File: src/rtl/clock_setter_if.sv
// clock_setter_if
//   Bundles the debounced button levels going into the clock setter and the
//   staged BCD digits, load strobes and status levels coming out of it.
//   Ports (signals):
//     btn_mode, btn_alset, btn_inc, btn_dec, btn_alen, btn_stop : button levels
//     hr_in_1[1:0], hr_in_0[3:0], min_in_1[3:0], min_in_0[3:0]  : staged BCD time
//     LD_time, LD_alarm                                         : load strobes
//     AL_ON, STOP_alarm                                         : alarm levels
//     state_out[2:0]                                            : FSM state encoding
//   Modports: master = button driver / digit consumer, slave = clock_setter.
interface clock_setter_if;
  logic       btn_mode;
  logic       btn_alset;
  logic       btn_inc;
  logic       btn_dec;
  logic       btn_alen;
  logic       btn_stop;
  logic [1:0] hr_in_1;
  logic [3:0] hr_in_0;
  logic [3:0] min_in_1;
  logic [3:0] min_in_0;
  logic       LD_time;
  logic       LD_alarm;
  logic       AL_ON;
  logic       STOP_alarm;
  logic [2:0] state_out;

  modport master (
    output btn_mode, btn_alset, btn_inc, btn_dec, btn_alen, btn_stop,
    input  hr_in_1, hr_in_0, min_in_1, min_in_0,
    input  LD_time, LD_alarm, AL_ON, STOP_alarm, state_out
  );

  modport slave (
    input  btn_mode, btn_alset, btn_inc, btn_dec, btn_alen, btn_stop,
    output hr_in_1, hr_in_0, min_in_1, min_in_0,
    output LD_time, LD_alarm, AL_ON, STOP_alarm, state_out
  );
endinterface

File: src/rtl/clock_setter.sv
// clock_setter
//   Button-driven editor for a 24h clock time and alarm time. Button rising
//   edges walk an FSM through hour/minute edit fields; the staged BCD digits
//   are then presented with a LD_time or LD_alarm strobe of LD_CYCLES cycles.
//   Edits left idle for TIMEOUT_CYCLES cycles are abandoned without a load.
//   Ports:
//     clk    : single clock, rising edge
//     areset : synchronous active-high reset
//     bus    : clock_setter_if.slave (buttons in, digits/strobes/status out)
module clock_setter #(
  parameter int LD_CYCLES      = 2,
  parameter int TIMEOUT_CYCLES = 1000
) (
  input logic           clk,
  input logic           areset,
  clock_setter_if.slave bus
);

  localparam int              TW      = $clog2(TIMEOUT_CYCLES);
  localparam int              NBTN    = 6;
  localparam logic [7:0]      LD_LAST = 8'(LD_CYCLES - 1);
  localparam logic [TW-1:0]   TO_LAST = TW'(TIMEOUT_CYCLES - 1);

  // Bit positions in the packed button vector
  localparam int B_MODE  = 0;
  localparam int B_ALSET = 1;
  localparam int B_INC   = 2;
  localparam int B_DEC   = 3;
  localparam int B_ALEN  = 4;
  localparam int B_STOP  = 5;

  typedef enum logic [2:0] {
    S_IDLE   = 3'd0,
    S_T_HR   = 3'd1,
    S_T_MIN  = 3'd2,
    S_T_LOAD = 3'd3,
    S_A_HR   = 3'd4,
    S_A_MIN  = 3'd5,
    S_A_LOAD = 3'd6
  } state_t;

  state_t          r_state, w_state_next;
  logic [1:0]      r_hr1, w_hr1_next;
  logic [3:0]      r_hr0, w_hr0_next;
  logic [3:0]      r_min1, w_min1_next;
  logic [3:0]      r_min0, w_min0_next;
  logic [TW-1:0]   r_to_cnt, w_to_cnt_next;
  logic [7:0]      r_ld_cnt, w_ld_cnt_next;
  logic            r_al_on;
  logic            r_stop;

  logic [NBTN-1:0] w_btn;
  logic [NBTN-1:0] r_btn_prev;
  logic [NBTN-1:0] w_edge;
  logic            w_any_edge;
  logic            w_inc;
  logic            w_dec;
  logic            w_adj;
  logic [5:0]      w_hr_step;
  logic [7:0]      w_min_step;

  // ---------------------------------------------------------------------------
  // Button edge detection. History is cleared by reset, so a button held
  // through reset release registers as an edge on the first free cycle.
  // ---------------------------------------------------------------------------
  assign w_btn = {bus.btn_stop, bus.btn_alen, bus.btn_dec,
                  bus.btn_inc, bus.btn_alset, bus.btn_mode};

  always_ff @(posedge clk) begin
    if (areset) r_btn_prev <= '0;
    else        r_btn_prev <= w_btn;
  end

  genvar gi;
  generate
    for (gi = 0; gi < NBTN; gi++) begin : g_edge
      assign w_edge[gi] = w_btn[gi] & ~r_btn_prev[gi];
    end
  endgenerate

  assign w_any_edge = |w_edge;
  // A field adjust needs exactly one of inc/dec and no simultaneous mode edge
  assign w_inc = w_edge[B_INC] & ~w_edge[B_DEC] & ~w_edge[B_MODE];
  assign w_dec = w_edge[B_DEC] & ~w_edge[B_INC] & ~w_edge[B_MODE];
  assign w_adj = w_inc | w_dec;

  // ---------------------------------------------------------------------------
  // BCD field arithmetic with wrap; minutes never carry into hours.
  // ---------------------------------------------------------------------------
  function automatic logic [5:0] hr_step(input logic [1:0] t, input logic [3:0] u,
                                         input logic up);
    logic [5:0] r;
    if (up) begin
      if (t == 2'd2 && u == 4'd3) r = 6'h00;
      else if (u == 4'd9)         r = {t + 2'd1, 4'd0};
      else                        r = {t, u + 4'd1};
    end else begin
      if (t == 2'd0 && u == 4'd0) r = {2'd2, 4'd3};
      else if (u == 4'd0)         r = {t - 2'd1, 4'd9};
      else                        r = {t, u - 4'd1};
    end
    return r;
  endfunction

  function automatic logic [7:0] min_step(input logic [3:0] t, input logic [3:0] u,
                                          input logic up);
    logic [7:0] r;
    if (up) begin
      if (t == 4'd5 && u == 4'd9) r = 8'h00;
      else if (u == 4'd9)         r = {t + 4'd1, 4'd0};
      else                        r = {t, u + 4'd1};
    end else begin
      if (t == 4'd0 && u == 4'd0) r = {4'd5, 4'd9};
      else if (u == 4'd0)         r = {t - 4'd1, 4'd9};
      else                        r = {t, u - 4'd1};
    end
    return r;
  endfunction

  assign w_hr_step  = hr_step(r_hr1, r_hr0, w_inc);
  assign w_min_step = min_step(r_min1, r_min0, w_inc);

  // ---------------------------------------------------------------------------
  // FSM state and datapath registers
  // ---------------------------------------------------------------------------
  always_ff @(posedge clk) begin
    if (areset) begin
      r_state  <= S_IDLE;
      r_hr1    <= '0;
      r_hr0    <= '0;
      r_min1   <= '0;
      r_min0   <= '0;
      r_to_cnt <= '0;
      r_ld_cnt <= '0;
    end else begin
      r_state  <= w_state_next;
      r_hr1    <= w_hr1_next;
      r_hr0    <= w_hr0_next;
      r_min1   <= w_min1_next;
      r_min0   <= w_min0_next;
      r_to_cnt <= w_to_cnt_next;
      r_ld_cnt <= w_ld_cnt_next;
    end
  end

  // ---------------------------------------------------------------------------
  // Next-state logic. The timeout counter counts consecutive edge-free cycles
  // in an edit state; any edge (including alen/stop) restarts it.
  // ---------------------------------------------------------------------------
  always_comb begin
    w_state_next  = r_state;
    w_hr1_next    = r_hr1;
    w_hr0_next    = r_hr0;
    w_min1_next   = r_min1;
    w_min0_next   = r_min0;
    w_to_cnt_next = '0;
    w_ld_cnt_next = '0;

    case (r_state)
      S_IDLE: begin
        if (w_edge[B_MODE])       w_state_next = S_T_HR;
        else if (w_edge[B_ALSET]) w_state_next = S_A_HR;
      end

      S_T_HR, S_A_HR, S_T_MIN, S_A_MIN: begin
        if (w_edge[B_MODE]) begin
          case (r_state)
            S_T_HR:  w_state_next = S_T_MIN;
            S_A_HR:  w_state_next = S_A_MIN;
            S_T_MIN: w_state_next = S_T_LOAD;
            default: w_state_next = S_A_LOAD;
          endcase
        end else begin
          if (w_adj) begin
            if (r_state == S_T_HR || r_state == S_A_HR)
              {w_hr1_next, w_hr0_next} = w_hr_step;
            else
              {w_min1_next, w_min0_next} = w_min_step;
          end
          if (!w_any_edge) begin
            if (r_to_cnt == TO_LAST) w_state_next  = S_IDLE;
            else                     w_to_cnt_next = r_to_cnt + 1'b1;
          end
        end
      end

      S_T_LOAD, S_A_LOAD: begin
        // Digits frozen; buttons ignored until the strobe has run its length
        if (r_ld_cnt == LD_LAST) w_state_next  = S_IDLE;
        else                     w_ld_cnt_next = r_ld_cnt + 8'd1;
      end

      default: w_state_next = S_IDLE;
    endcase
  end

  // ---------------------------------------------------------------------------
  // Alarm enable / stop levels, independent of the FSM
  // ---------------------------------------------------------------------------
  always_ff @(posedge clk) begin
    if (areset) begin
      r_al_on <= 1'b0;
      r_stop  <= 1'b0;
    end else begin
      r_stop <= bus.btn_stop;
      if (w_edge[B_ALEN]) r_al_on <= ~r_al_on;
    end
  end

  // ---------------------------------------------------------------------------
  // Outputs: strobes decode directly from the state register, so they are
  // mutually exclusive and low in every non-load state.
  // ---------------------------------------------------------------------------
  assign bus.hr_in_1    = r_hr1;
  assign bus.hr_in_0    = r_hr0;
  assign bus.min_in_1   = r_min1;
  assign bus.min_in_0   = r_min0;
  assign bus.LD_time    = (r_state == S_T_LOAD);
  assign bus.LD_alarm   = (r_state == S_A_LOAD);
  assign bus.AL_ON      = r_al_on;
  assign bus.STOP_alarm = r_stop;
  assign bus.state_out  = r_state;

endmodule

File: src/flat_wrapper.sv
// flat-port wrapper written by rule: the top's interface ports become plain ports
module clock_setter_flat 
#(
  parameter int LD_CYCLES      = 2,
  parameter int TIMEOUT_CYCLES = 1000
)
  (clk, areset, bus_btn_mode, bus_btn_alset, bus_btn_inc, bus_btn_dec, bus_btn_alen, bus_btn_stop, bus_hr_in_1, bus_hr_in_0, bus_min_in_1, bus_min_in_0, bus_LD_time, bus_LD_alarm, bus_AL_ON, bus_STOP_alarm, bus_state_out);
  clock_setter_if bus_i ();
  input logic clk;
  input logic areset;
  input wire logic [$bits(bus_i.btn_mode)-1:0] bus_btn_mode;
  input wire logic [$bits(bus_i.btn_alset)-1:0] bus_btn_alset;
  input wire logic [$bits(bus_i.btn_inc)-1:0] bus_btn_inc;
  input wire logic [$bits(bus_i.btn_dec)-1:0] bus_btn_dec;
  input wire logic [$bits(bus_i.btn_alen)-1:0] bus_btn_alen;
  input wire logic [$bits(bus_i.btn_stop)-1:0] bus_btn_stop;
  output wire logic [$bits(bus_i.hr_in_1)-1:0] bus_hr_in_1;
  output wire logic [$bits(bus_i.hr_in_0)-1:0] bus_hr_in_0;
  output wire logic [$bits(bus_i.min_in_1)-1:0] bus_min_in_1;
  output wire logic [$bits(bus_i.min_in_0)-1:0] bus_min_in_0;
  output wire logic [$bits(bus_i.LD_time)-1:0] bus_LD_time;
  output wire logic [$bits(bus_i.LD_alarm)-1:0] bus_LD_alarm;
  output wire logic [$bits(bus_i.AL_ON)-1:0] bus_AL_ON;
  output wire logic [$bits(bus_i.STOP_alarm)-1:0] bus_STOP_alarm;
  output wire logic [$bits(bus_i.state_out)-1:0] bus_state_out;
  assign bus_i.btn_mode = bus_btn_mode;
  assign bus_i.btn_alset = bus_btn_alset;
  assign bus_i.btn_inc = bus_btn_inc;
  assign bus_i.btn_dec = bus_btn_dec;
  assign bus_i.btn_alen = bus_btn_alen;
  assign bus_i.btn_stop = bus_btn_stop;
  assign bus_hr_in_1 = bus_i.hr_in_1;
  assign bus_hr_in_0 = bus_i.hr_in_0;
  assign bus_min_in_1 = bus_i.min_in_1;
  assign bus_min_in_0 = bus_i.min_in_0;
  assign bus_LD_time = bus_i.LD_time;
  assign bus_LD_alarm = bus_i.LD_alarm;
  assign bus_AL_ON = bus_i.AL_ON;
  assign bus_STOP_alarm = bus_i.STOP_alarm;
  assign bus_state_out = bus_i.state_out;
  clock_setter #(.LD_CYCLES(LD_CYCLES), .TIMEOUT_CYCLES(TIMEOUT_CYCLES)) u_core (.clk(clk), .areset(areset), .bus(bus_i));
endmodule
File: config.mk
export PLATFORM = sky130hd
export DESIGN_NAME = clock_setter_flat
export DESIGN_NICKNAME = d
export VERILOG_FILES = /design/src/rtl/clock_setter_if.sv /design/src/rtl/clock_setter.sv /design/src/flat_wrapper.sv
export SDC_FILE = /design/constraint.sdc
export NUM_CORES = 1
export LEC_CHECK = 0
export ABC_AREA = 1
export BUFFER_PORTS_ARGS = -buffer_cell sky130_fd_sc_hd__buf_2
export CAP_MARGIN = 30
export CORE_MARGIN = 3
export CORE_UTILIZATION = 46
export DETAILED_ROUTE_END_ITERATION = 12
export PLACE_DENSITY = 0.62
export SYNTH_ARGS = -nofsm -noshare
export SYNTH_HDL_FRONTEND = slang
export SYNTH_SLANG_ARGS = --single-unit
File: constraint.sdc
create_clock -name clk -period 1.9 [get_ports clk]
set_clock_uncertainty 0.1 [all_clocks]
set_input_delay 0 -clock clk [delete_from_list [all_inputs] [get_ports clk]]
set_output_delay 0 -clock clk [all_outputs]
set_load 0.01 [all_outputs]
Word-level counts from Yosys, hierarchy flattened --
Cells that the tools add are included.
Operators by class: $add $sub $neg 10, $mul 0, div/mod/pow operators 0, magnitude comparators 0, equality and inequality tests 19, shift-type cells 0, muxes and demuxes 18, bitwise operators 24, reductions and logical operators 22
Operator list (number):
- $mux W8 | 5
- $mux W6 | 5
- $mux W3 | 6
- $pmux W3 S3 | 2
- $not A1 Y1 | 13
- $add A4 B1 Y4 const B | 3
- $logic_not A4 Y1 | 3
- $reduce_and A4 Y1 | 3
- $reduce_and A6 Y1 | 2
- $sub A4 B1 Y4 const B | 3
- $add A10 B1 Y10 const B | 1
- $and A1 B1 Y1 | 10
- $eq A10 B10 Y1 const B | 1
- $eq A3 B3 Y1 const B | 3
- $reduce_or A9 Y1 | 1
- $add A8 B1 Y8 const B | 1
- $eq A4 B4 Y1 const B | 2
- $eq A8 B1 Y1 const B | 1
- $eq A3 B2 Y1 const B | 2
- $ne A3 B1 Y1 const B | 2
- $ne A3 B3 Y1 const B | 2
- $reduce_bool A3 Y1 | 2
- $reduce_or A6 Y1 | 1
- $eq A4 B2 Y1 const B | 1
- 15 further kinds | 18
Word-level totals: register bits 43, bits in latches 0, memory bits (writable) 0, bits in read-only memories 0, bits of input ports 8, output and inout bits 21, memories 0

Depth between registers and ports, before layout --
word-level depth 7, depth in mapped cells 11, depth with buffers taken out 11

Least setup slack after synthesis --
OpenSTA, ideal clock, no wires.
kind register -> register, start point register u_core.r_min0[1], in the netlist u_core.bus.min_in_0[1], end point register u_core.r_min1[0], in the netlist u_core.bus.min_in_1[0], setup time 113 ps, data arrival time 1320 ps, required time 1687 ps, setup slack 367 ps, stages on the path, launching flop included 12, path buffers 0, clock period less this slack 1533 ps, cells stage by stage dfxtp_1 -> inv_1 -> ha_1 -> nand2_2 -> nor2_4 -> inv_2 -> nand2_1 -> nand2_2 -> nor2_4 -> nand2_1 -> nand2_1 -> nor2_1
On the way: longest elaborated chain between the ends 4, elaborated cells on any way between the ends 10, classes of those cells eq/ne (2); mux (3); reduce/logical (5)
Ends and longest elaborated chain:
- start: declaration | RTL line clock_setter.sv:46 | logic [3:0] r_min0, w_min0_next;
- start signal: assignment | RTL line clock_setter.sv:140 | r_min0 <= w_min0_next;
- $eq A4 B4 Y1 / $logic_not A4 Y1 (equally long branches)
- $logic_and A1 B1 Y1 (on tied branches) | RTL line clock_setter.sv:109, clock_setter.sv:113
- $ne A3 B3 Y1 (no source line), or another cell as far along
- $reduce_and A6 Y1 (no source line) / $mux W8 (equally long branches)
- end signal: assignment | RTL line clock_setter.sv:139 | r_min1 <= w_min1_next;
- end: declaration | RTL line clock_setter.sv:45 | logic [3:0] r_min1, w_min1_next;
Parallel ways exist; a longest one is shown, timed or not. A chain may end at the register's enable or synchronous reset.

Final worst setup path --
start point register u_core.r_min0[1], in the netlist u_core.bus.min_in_0[1], end point register u_core.r_min1[2], in the netlist u_core.bus.min_in_1[2]
Same word-level chain as after synthesis.

==> qor.yml <==
pwr:
  p_per_area_mw_per_mm2: 963.3
  ir_worst_vdd_mv: 0.5394
  p_int_w: 0.001774
  combPwrFrac: 0.437
  swShare: 0.4121
  clkPwrFrac: 0.197
  netSwitchingPower_w: 0.001244
  seqPwrFrac: 0.366
  p_leak_nw: 1.524
drt:
  ant_nets: 0
  drt_iter0_markers: 74
  wl_um: 5346
  vias: 2434
  drc: 0
  wl_per_cell_um: 10.42
  via_per_inst: 4.745
  drt_first_pass_iters: 4
timing:
  slew-limit-headroom: 0.7718
  rsz0062_at_grt: "false"
  fin_setup_tns_ps: 0
  min_period_over_period: 0.8667
  setup_viol: 0
  setup_slack_ps: 253.3
  hold_violations: 0
  worst_pin_slew_ps: 341.9
  fmax_mhz: 607.3
  period_needed_ps: 1647
  final_max_slew_viol_count: 0
placed_design:
  dp_slack_ps: 243.0
  portBuffers: 28
  place_inst: 492
  place_congestion: 0.8251
  hpwl_um: 3990
critical_path:
  worstPathMaxFanout: 6
  slowest_stage: "dfxtp_1"
  crit_path_start_kind: "register"
  crit_path_cell_trace: "inv_1 -> ha_1 -> nand2_2 -> nor2_4 -> inv_2 -> nand2_1 -> nand2_2 -> nor2_4 -> nand2_1 -> nand2_1 -> nor2_1"
  cp-startpoint: "u_core.bus.min_in_0[1]"
  critPathKind: "reg2reg"
  crit_family: "simple AND/OR/NAND/NOR gates"
  r2r-start: "u_core.bus.min_in_0[1]"
  critPathArrivalTime_ps: 1740
  path_buf_inv: 2
  ff2ff_setup_slack_ps: 250
  cp_slowest_stage_delay_ps: 360
  cp_common_cell: "nand2_1"
  required_ps: 2000
  crit_path_end_kind: "register"
finish:
  fillers: 557
  n_antenna_cell: 0
  final_cells: 513
  final_nets: 465
  syn_to_final_growth_pct: 16.85
  finish.utilization: 0.5621
  drive_gt1_frac: 0.1542
die:
  die_h_um: 82.35
  die_w_um: 82.35
  die_area_mm2: 0.006781
  ios: 29
  core.rowCount: 27
  start_util: 0.4810
  coreArea_mm2: 0.005574
clocking:
  post_cts_buffers: 0
  cts_inserted_buffers: 5
  htree_num_levels: 2
  path_clk_slew_ps: 80
  cts_root_buf: "clkbuf_8"
  holdBufCountCts: 13
  clock-sinks: 42
  insertion_delay_ps: 290
  cts_resized: 0
  clk_path_buf_depth: 2
  cts_tree: "yes"
synthesis:
  synth_top_area_cell: "dfxtp_1"
  ys_seq_elements: 42
  synth_top_family_by_area: "simple AND/OR/NAND/NOR gates"
  synthArstFlopShare: 0
  ys_top_cells_by_count: "80 x nor2_1, 69 x nand2_1, 54 x inv_1"
  syn_inst: 394
  yosys.area_share.adder: 0.07933
  synthMuxAreaShare: 0
  synth-xor-area-share: 0.06533
  synth_cell_types: 31
  synth_edf_count: 0
  synth_most_common_cell: "nor2_1"
  yosysTopAreaCellShare: 0.3136
  syn_avg_cell_area_um2: 6.805
  yosys.area_share.simple: 0.3836
  synth.area.top_cells: "dfxtp_1 31%, nor2_1 11%, nand2_1 9.7%, ha_1 7.9%, inv_1 7.6%"
  synth_compound_area_frac: 0.06440
  synth_flop_cell: "dfxtp_1"
  yosysWarnings: 0
  synth_area_mm2: 0.002681
  syn_nets: 419
  seq_area_frac_synth: 0.3136
global_routing:
  grt_usage: 0.1745
  grt_max_degree: 19
  grt-ovfl-total: 0
  grt_pass1_vias: 2222
  grt_pass1_wl_um: 9549
  antenna_found_initial: 0
worst_hold_path:
  min_from: "u_core.r_to_cnt[0]"
  hp-class: "reg2reg"
status:
  status: "finished clean"
flow_run:
  maxCapViolCount: 0
stage by stage:
stage                     power, W  area (µm²)  hold slack [ps]
final                     0.003018        3133            358.3
after global routing      0.003314        3133            385.5
after CTS                 0.003056        3133            362.8
after detailed placement  0.002428        2912            127.0
after global placement    0.002417        2912            115.0
after floorplan           0.002112        2681            6.967
routing by layer:
layer | track usage | vias to the layer above | part of all wire
met4 | 0.05648 | 0 | 0.011
met3 | 0.03037 | 7 | 0.033
met5 | 0 | - | 0
li1 | - | 1319 | -
met1 | 0.2293 | 1071 | 0.50
met2 | 0.2885 | 37 | 0.46
power by group through the flow:
stage | Sequential, W | Combinational (W) | Clock [W]
6_report | 0.00110 | 0.00132 | 0.000595
5_1_grt | 0.00113 | 0.00153 | 0.000653
4_1_cts | 0.00110 | 0.00133 | 0.000622
3_5_place_dp | 0.00113 | 0.00130 | 0
3_3_place_gp | 0.00112 | 0.00129 | 0
2_1_floorplan | 0.00114 | 0.000973 | 0
cell type report:
| class | instances | area, µm² | area share |
|---|---|---|---|
| Clock buffer | 7 | 86.33 | 0.02756 |
| Clock inverter | 1 | 5.005 | 0.001597 |
| Inverter | 59 | 221.5 | 0.07069 |
| Multi-Input combinational cell | 287 | 1589 | 0.5072 |
| Sequential cell | 42 | 840.8 | 0.2684 |
| Tap cell | 72 | 90.09 | 0.02875 |
| Timing Repair Buffer | 45 | 300.3 | 0.09585 |
worst reg2reg max path, stage by stage, from the launching register on:
cell     delay, ps
dfxtp_1        360
inv_1          150
ha_1           180
nand2_2         60
nor2_4         130
inv_2           70
nand2_1        100
nand2_2         90
nor2_4         160
nand2_1         60
nand2_1         60
nor2_1          30
state kept, by name, summed over array words and instances, names as in the netlist:
signal                count
u_core.r_ld_cnt           8
u_core.bus.state_out      3
u_core.r_btn_prev         6
u_core.bus.AL_ON          1
u_core.bus.hr_in_1        2
u_core.bus.min_in_1       4
u_core.bus.hr_in_0        4
u_core.r_to_cnt          10
u_core.bus.min_in_0       4
final timing paths:
path | cells past startpoint | end
worst max-delay path | 11 | u_core.bus.min_in_1[2]
worst min-delay path | 1 | u_core.r_to_cnt[0]
worst max register to register | 11 | u_core.bus.min_in_1[2]
worst min register to register | 1 | u_core.r_to_cnt[0]
layout by cell type (no fill, tap or decap), types with 2 or more instances in the layout:
| cell | n |
|---|---|
| nor2_1 | 80 |
| nand2_1 | 69 |
| inv_1 | 54 |
| dfxtp_1 | 42 |
| nand3_1 | 40 |
| buf_2 | 28 |
| ha_1 | 17 |
| xor2_1 | 15 |
| dlygate4sd3_1 | 13 |
| a21oi_1 | 11 |
| nand2_2 | 10 |
| o21ai_0 | 9 |
| nand4_1 | 8 |
| clkbuf_8 | 6 |
| inv_2 | 5 |
| xnor2_1 | 5 |
| nor2_4 | 4 |
| buf_4 | 4 |
| nor2_2 | 3 |
| o21ai_1 | 3 |
| nand3_4 | 2 |
cells by family (layout without fill, tap and decap cells):
family                   Yosys count  count (layout)
buffers and inverters             65             112
XOR/XNOR                          20              20
AND/OR/NAND/NOR                  223             223
AO/OA/AOI/OAI                     27              27
adder cells (fa/ha/maj)           17              17
flip-flops                        42              42
(Power assumes the default switching activity.)
